--- src/rtl/wb_pkg.sv ---
// Shared definitions for the writeback stage.
// Load funct3 codes and register-file geometry.
package wb_pkg;

  localparam int NUM_REGS = 32;
  localparam int REG_AW   = 5;

  typedef enum logic [2:0] {
    LB  = 3'b000,
    LH  = 3'b001,
    LW  = 3'b010,
    LBU = 3'b100,
    LHU = 3'b101
  } ld_op_e;

endpackage

--- src/rtl/wb_arbiter_load_ext.sv ---
// Load data extension for the writeback stage.
// Picks the byte/halfword lane and sign/zero-extends.
module load_ext
  import wb_pkg::*;
#(
  parameter int D_WIDTH = 32
) (
  input  logic [31:0]        ld_raw,
  input  logic [2:0]         ld_funct3,
  input  logic [1:0]         ld_offset,
  output logic [D_WIDTH-1:0] ext_data
);

  logic [7:0]  lane_b;
  logic [15:0] lane_h;

  // Lane selection; halfword ignores offset bit 0.
  always_comb begin
    lane_b = ld_raw[{ld_offset, 3'b000} +: 8];
    lane_h = ld_offset[1] ? ld_raw[31:16]
                          : ld_raw[15:0];
  end

  // Extension by load type; unknown codes act as LW.
  always_comb begin
    ext_data = D_WIDTH'(ld_raw);
    case (ld_op_e'(ld_funct3))
      LB:  ext_data = {{(D_WIDTH-8){lane_b[7]}}, lane_b};
      LH:  ext_data = {{(D_WIDTH-16){lane_h[15]}}, lane_h};
      LBU: ext_data = D_WIDTH'(lane_b);
      LHU: ext_data = D_WIDTH'(lane_h);
      default: ext_data = D_WIDTH'(ld_raw);
    endcase
  end

endmodule

--- src/rtl/wb_arbiter.sv ---
// Writeback stage: ALU/load arbitration, reg-file port, busy scoreboard.
// Optional WB_FWD_EN adds write-cycle bypass outputs.
module wb_arbiter
  import wb_pkg::*;
#(
  parameter int D_WIDTH      = 32,
  parameter int STARVE_LIMIT = 4
) (
  input  logic               clk,
  input  logic               rst_n,
  input  logic               alu_valid,
  output logic               alu_ready,
  input  logic [REG_AW-1:0]  alu_rd,
  input  logic [D_WIDTH-1:0] alu_data,
  input  logic               ld_valid,
  output logic               ld_ready,
  input  logic [REG_AW-1:0]  ld_rd,
  input  logic [31:0]        ld_raw,
  input  logic [2:0]         ld_funct3,
  input  logic [1:0]         ld_offset,
  input  logic               iss_valid,
  input  logic [REG_AW-1:0]  iss_rd,
  input  logic [REG_AW-1:0]  rs1,
  input  logic [REG_AW-1:0]  rs2,
  output logic               rs1_busy,
  output logic               rs2_busy,
`ifdef WB_FWD_EN
  output logic               fwd1_hit,
  output logic               fwd2_hit,
  output logic [D_WIDTH-1:0] fwd1_data,
  output logic [D_WIDTH-1:0] fwd2_data,
`endif
  output logic               regStr,
  output logic [REG_AW-1:0]  rd,
  output logic [D_WIDTH-1:0] WBDat
);

  localparam int CW = $clog2(STARVE_LIMIT + 1);
  localparam logic [CW-1:0] LIM = CW'(STARVE_LIMIT);

  logic [CW-1:0]       starve_cnt;
  logic                starve_hit;
  logic                grant_ld;
  logic                grant_alu;
  logic                acc;
  logic [REG_AW-1:0]   acc_rd;
  logic [D_WIDTH-1:0]  acc_data;
  logic [D_WIDTH-1:0]  ld_ext;
  logic [NUM_REGS-1:0] busy;
  logic [NUM_REGS-1:0] set_mask;
  logic [NUM_REGS-1:0] clr_mask;
  logic [NUM_REGS-1:0] busy_nxt;

  load_ext #(.D_WIDTH(D_WIDTH)) u_ext (
    .ld_raw    (ld_raw),
    .ld_funct3 (ld_funct3),
    .ld_offset (ld_offset),
    .ext_data  (ld_ext)
  );

  assign starve_hit = alu_valid && (starve_cnt == LIM);

  // Grant: load first unless the ALU has waited long enough.
  always_comb begin
    grant_ld  = 1'b0;
    grant_alu = 1'b0;
    if (starve_hit)
      grant_alu = 1'b1;
    else if (ld_valid)
      grant_ld = 1'b1;
    else if (alu_valid)
      grant_alu = 1'b1;
  end

  assign ld_ready  = grant_ld;
  assign alu_ready = grant_alu;
  assign acc       = grant_ld | grant_alu;
  assign acc_rd    = grant_ld ? ld_rd : alu_rd;
  assign acc_data  = grant_ld ? ld_ext : alu_data;

  // Count consecutive denied ALU cycles, saturating.
  always_ff @(posedge clk or negedge rst_n) begin
    if (!rst_n)
      starve_cnt <= '0;
    else if (!alu_valid || grant_alu)
      starve_cnt <= '0;
    else if (starve_cnt != LIM)
      starve_cnt <= starve_cnt + 1'b1;
  end

  // Register the accepted beat; x0 writes are dropped.
  always_ff @(posedge clk or negedge rst_n) begin
    if (!rst_n) begin
      regStr <= 1'b0;
      rd     <= '0;
      WBDat  <= '0;
    end else if (acc && (acc_rd != '0)) begin
      regStr <= 1'b1;
      rd     <= acc_rd;
      WBDat  <= acc_data;
    end else begin
      regStr <= 1'b0;
    end
  end

  // Scoreboard update masks; set beats clear on the same reg.
  always_comb begin
    set_mask = '0;
    clr_mask = '0;
    if (iss_valid)
      set_mask[iss_rd] = 1'b1;
    if (regStr)
      clr_mask[rd] = 1'b1;
    busy_nxt    = (busy & ~clr_mask) | set_mask;
    busy_nxt[0] = 1'b0;
  end

  // Busy bit storage.
  always_ff @(posedge clk or negedge rst_n) begin
    if (!rst_n)
      busy <= '0;
    else
      busy <= busy_nxt;
  end

`ifdef WB_FWD_EN
  assign fwd1_hit  = regStr && (rd == rs1) && (rs1 != '0);
  assign fwd2_hit  = regStr && (rd == rs2) && (rs2 != '0);
  assign fwd1_data = WBDat;
  assign fwd2_data = WBDat;
  assign rs1_busy  = busy[rs1] & ~fwd1_hit;
  assign rs2_busy  = busy[rs2] & ~fwd2_hit;
`else
  assign rs1_busy  = busy[rs1];
  assign rs2_busy  = busy[rs2];
`endif

endmodule

--- config.mk ---
export PLATFORM = sky130hd
export DESIGN_NAME = wb_arbiter
export DESIGN_NICKNAME = d
export VERILOG_FILES = /design/src/rtl/wb_pkg.sv /design/src/rtl/wb_arbiter_load_ext.sv /design/src/rtl/wb_arbiter.sv
export SDC_FILE = /design/constraint.sdc
export NUM_CORES = 1
export LEC_CHECK = 0
export ABC_AREA = 1
export CAP_MARGIN = 20
export CORE_ASPECT_RATIO = 0.75
export CORE_UTILIZATION = 45
export CTS_BUF_LIST = sky130_fd_sc_hd__clkbuf_2 sky130_fd_sc_hd__clkbuf_4 sky130_fd_sc_hd__clkbuf_8
export CTS_CLUSTER_DIAMETER = 60
export DETAILED_ROUTE_END_ITERATION = 10
export PLACE_DENSITY = 0.74
export SYNTH_ARGS = -nofsm -noshare
export SYNTH_HDL_FRONTEND = slang
export SYNTH_SLANG_ARGS = --single-unit
export TNS_END_PERCENT = 50
--- constraint.sdc ---
create_clock -name clk -period 4.85 [get_ports clk]
set_input_delay 0.7275 -clock clk [delete_from_list [all_inputs] [get_ports clk]]
set_output_delay 0.7275 -clock clk [all_outputs]
set_load 0.05 [all_outputs]
==> flow_summary.yaml <==
detailed_routing:
  drc_errors: 0
  wl_met2_mm: 6.747
  top_layer: "met4"
  via_per_inst: 5.470
  ant_nets: 0
  firstDrtPassIters: 7
  routed_wl_mm: 16.90
  drt-initial-drc-count: 468
  wl_per_cell_um: 16.26
  vias: 5683
  wl_met1_mm: 8.168
  wl_met3_mm: 1.773
global_routing:
  grt_use_total: 0.3106
  grt_remaining_overflow: 0
  grt_pass1_vias: 5001
  grt_max_degree: 73
  grt_pass1_wl_mm: 26.58
  antenna_found_initial: 0
timing:
  finalSetupViolCount: 0
  min_period_over_period: 0.8572
  max_freq_ghz: 0.2405
  fin_setup_tns_ps: 0
  hold_slack_ps: 475.1
  worst_pin_slew_ps: 913.3
  skew_ps: 13.25
  slew_headroom: 0.3911
  setup_ws_ps: 692.6
  rsz0062_at_grt: "no"
  slew_violations: 0
  period_minus_slack_ps: 4157
  hold_viol: 0
placed_design:
  io_buffers: 140
  dp_cells: 1023
  dp_hpwl_mm: 12.71
  place.gp.congestion: 0.9601
  dp_slack_ps: 752.7
  placed_cell_area_mm2: 0.006336
synth:
  syn_area_mm2: 0.004905
  ys_ff_latch: 72
  synth_edf_count: 0
  ys_async_sr_fraction: 1.000
  synth_top_cell_area_share: 0.3673
  ys_top_cells_by_area: "dfrtp_1 37%, nand2_1 24%, nand3_1 13%, o21ai_0 6.3%, inv_1 5.4%"
  yosysSeqAreaShare: 0.3673
  yosysTopAreaCell: "dfrtp_1"
  synth-warning-count: 0
  syn_area_per_cell_um2: 6.320
  syn_inst: 776
  syn_nets: 877
  synth_most_common_cell: "nand2_1"
  synth_cell_types: 26
  yosys-top-cells-count: "319 x nand2_1, 130 x nand3_1, 72 x dfrtp_1, 71 x inv_1, 62 x o21ai_0"
  ys.flop_type: "dfrtp_1"
finish:
  fin_nets: 999
  drive_gt1_frac: 0.04762
  diodes: 0
  stdcell_count: 1039
  fin_util: 0.6256
  syn_to_final_growth_pct: 33.29
  final_area_mm2: 0.006538
setup_path:
  cp.arrival_ps: 3430
  critPathCaptureType: "primary output"
  crit_type: "input port to primary output"
  crit_path_max_fanout: 18
  cp.required_ps: 4120
  worst_setup_path_start_kind: "input port"
power:
  power_mw: 2.262
  peakVddDrop_v: 0.0003224
  p_per_area_mw_per_mm2: 346.0
  p_leak_nw: 3.284
cts:
  cts_made_buffers: 9
  cts.sinks: 72
  clockRootBuffer: "clkbuf_8"
  cts_tree: "yes"
  path_clk_slew_ps: 80
  htreeDepth: 3
  postCtsSetupBuffers: 0
  insertion_delay_ps: 370
  cts_hold_buf: 0
  post_cts_resize_count: 0
  cts_buffer_depth: 2
floorplan:
  die_h_um: 92.42
  core-area_mm2: 0.01045
  rows: 32
  die_x_um: 122.6
  die-area_mm2: 0.01133
  initial_core_util: 0.4693
  pin_count: 141
run_status:
  status: "finished, final reports clean"
worst_hold_path:
  hold_class: "flip-flop to flip-flop"
run:
  max_cap_viol_count: 0
report_power, final:
part | internal (mW) | leakage (nW) | total [mW] | switching [mW]
sequential | 0.753 | 0.849 | 0.962 | 0.209
combinational | 0.302 | 2.33 | 0.796 | 0.494
clock | 0.243 | 0.101 | 0.503 | 0.260
logic make-up (layout without fill, tap and decap cells):
group / count (synthesis) / count (layout) / share of synthesized area
AO/OA/AOI/OAI: 101 / 101 / 0.1066
adder cells (fa/ha/maj): 2 / 2 / 0.005101
XOR/XNOR: 1 / 1 / 0.001786
AND/OR/NAND/NOR: 493 / 493 / 0.4296
buffers and inverters: 107 / 234 / 0.08954
flip-flops: 72 / 72 / 0.3673
layout make-up:
type	count	area [um2]
multi-input cells	597	2664
repair buffers	143	1419
inverters	75	281.5
fillers	946	3913
clock buffers	9	123.9
clock inverters	7	77.57
well taps	136	170.2
flip-flops and latches	72	1802
sequential cells by signal (all words and copies together) (netlist names):
| signal | flops |
|---|---|
| busy | 31 |
| WBDat | 32 |
| rd | 5 |
| regStr | 1 |
| starve_cnt | 3 |
cells in the final DEF, fill, tap and decap left out, types with 2 or more instances in the layout:
cell | synthesis | final
dfrtp_1 | 72 | 72
clkdlybuf4s50_1 | 0 | 139
nand3_1 | 130 | 130
nand2_1 | 319 | 319
nand2_4 | 2 | 2
nor2_1 | 17 | 17
buf_4 | 1 | 3
ha_1 | 2 | 2
o21ai_0 | 62 | 62
inv_1 | 71 | 71
a21oi_1 | 32 | 32
inv_6 | 0 | 3
nand3b_1 | 3 | 3
clkbuf_8 | 0 | 9
o211ai_1 | 6 | 6
clkinv_1 | 3 | 3
or2_2 | 16 | 16
worst max-delay path, cell delays in order:
cell and delay [ps]:
clkdlybuf4s50_1 760, clkinv_1 520, nand2_1 190, o211ai_1 100
nand3_1 90, nand3_1 70, nand2_1 60, nand2_1 40
nand2_1 50, clkdlybuf4s50_1 800
worst paths after layout:
kind                                    start   endpoint  slack, ps  depth (start not counted)
worst max-delay path                   rs1[0]   rs1_busy        690                         10
worst min-delay path                 WBDat[2]   WBDat[2]        480                          2
worst max register to register  starve_cnt[0]  WBDat[25]       2070                         12
worst min register to register       WBDat[2]   WBDat[2]        480                          2
max in group asynchronous               rst_n  WBDat[17]       3680                          2
min in group asynchronous               rst_n   WBDat[6]        550                          2
per-layer routing:
layer | vias to the layer above | global-route usage
met4 | 0 | 0.07622
met1 | 2656 | 0.4773
li1 | 2732 | -
met5 | - | 0
met3 | 20 | 0.08498
met2 | 275 | 0.4213
(Power assumes the default switching activity.)
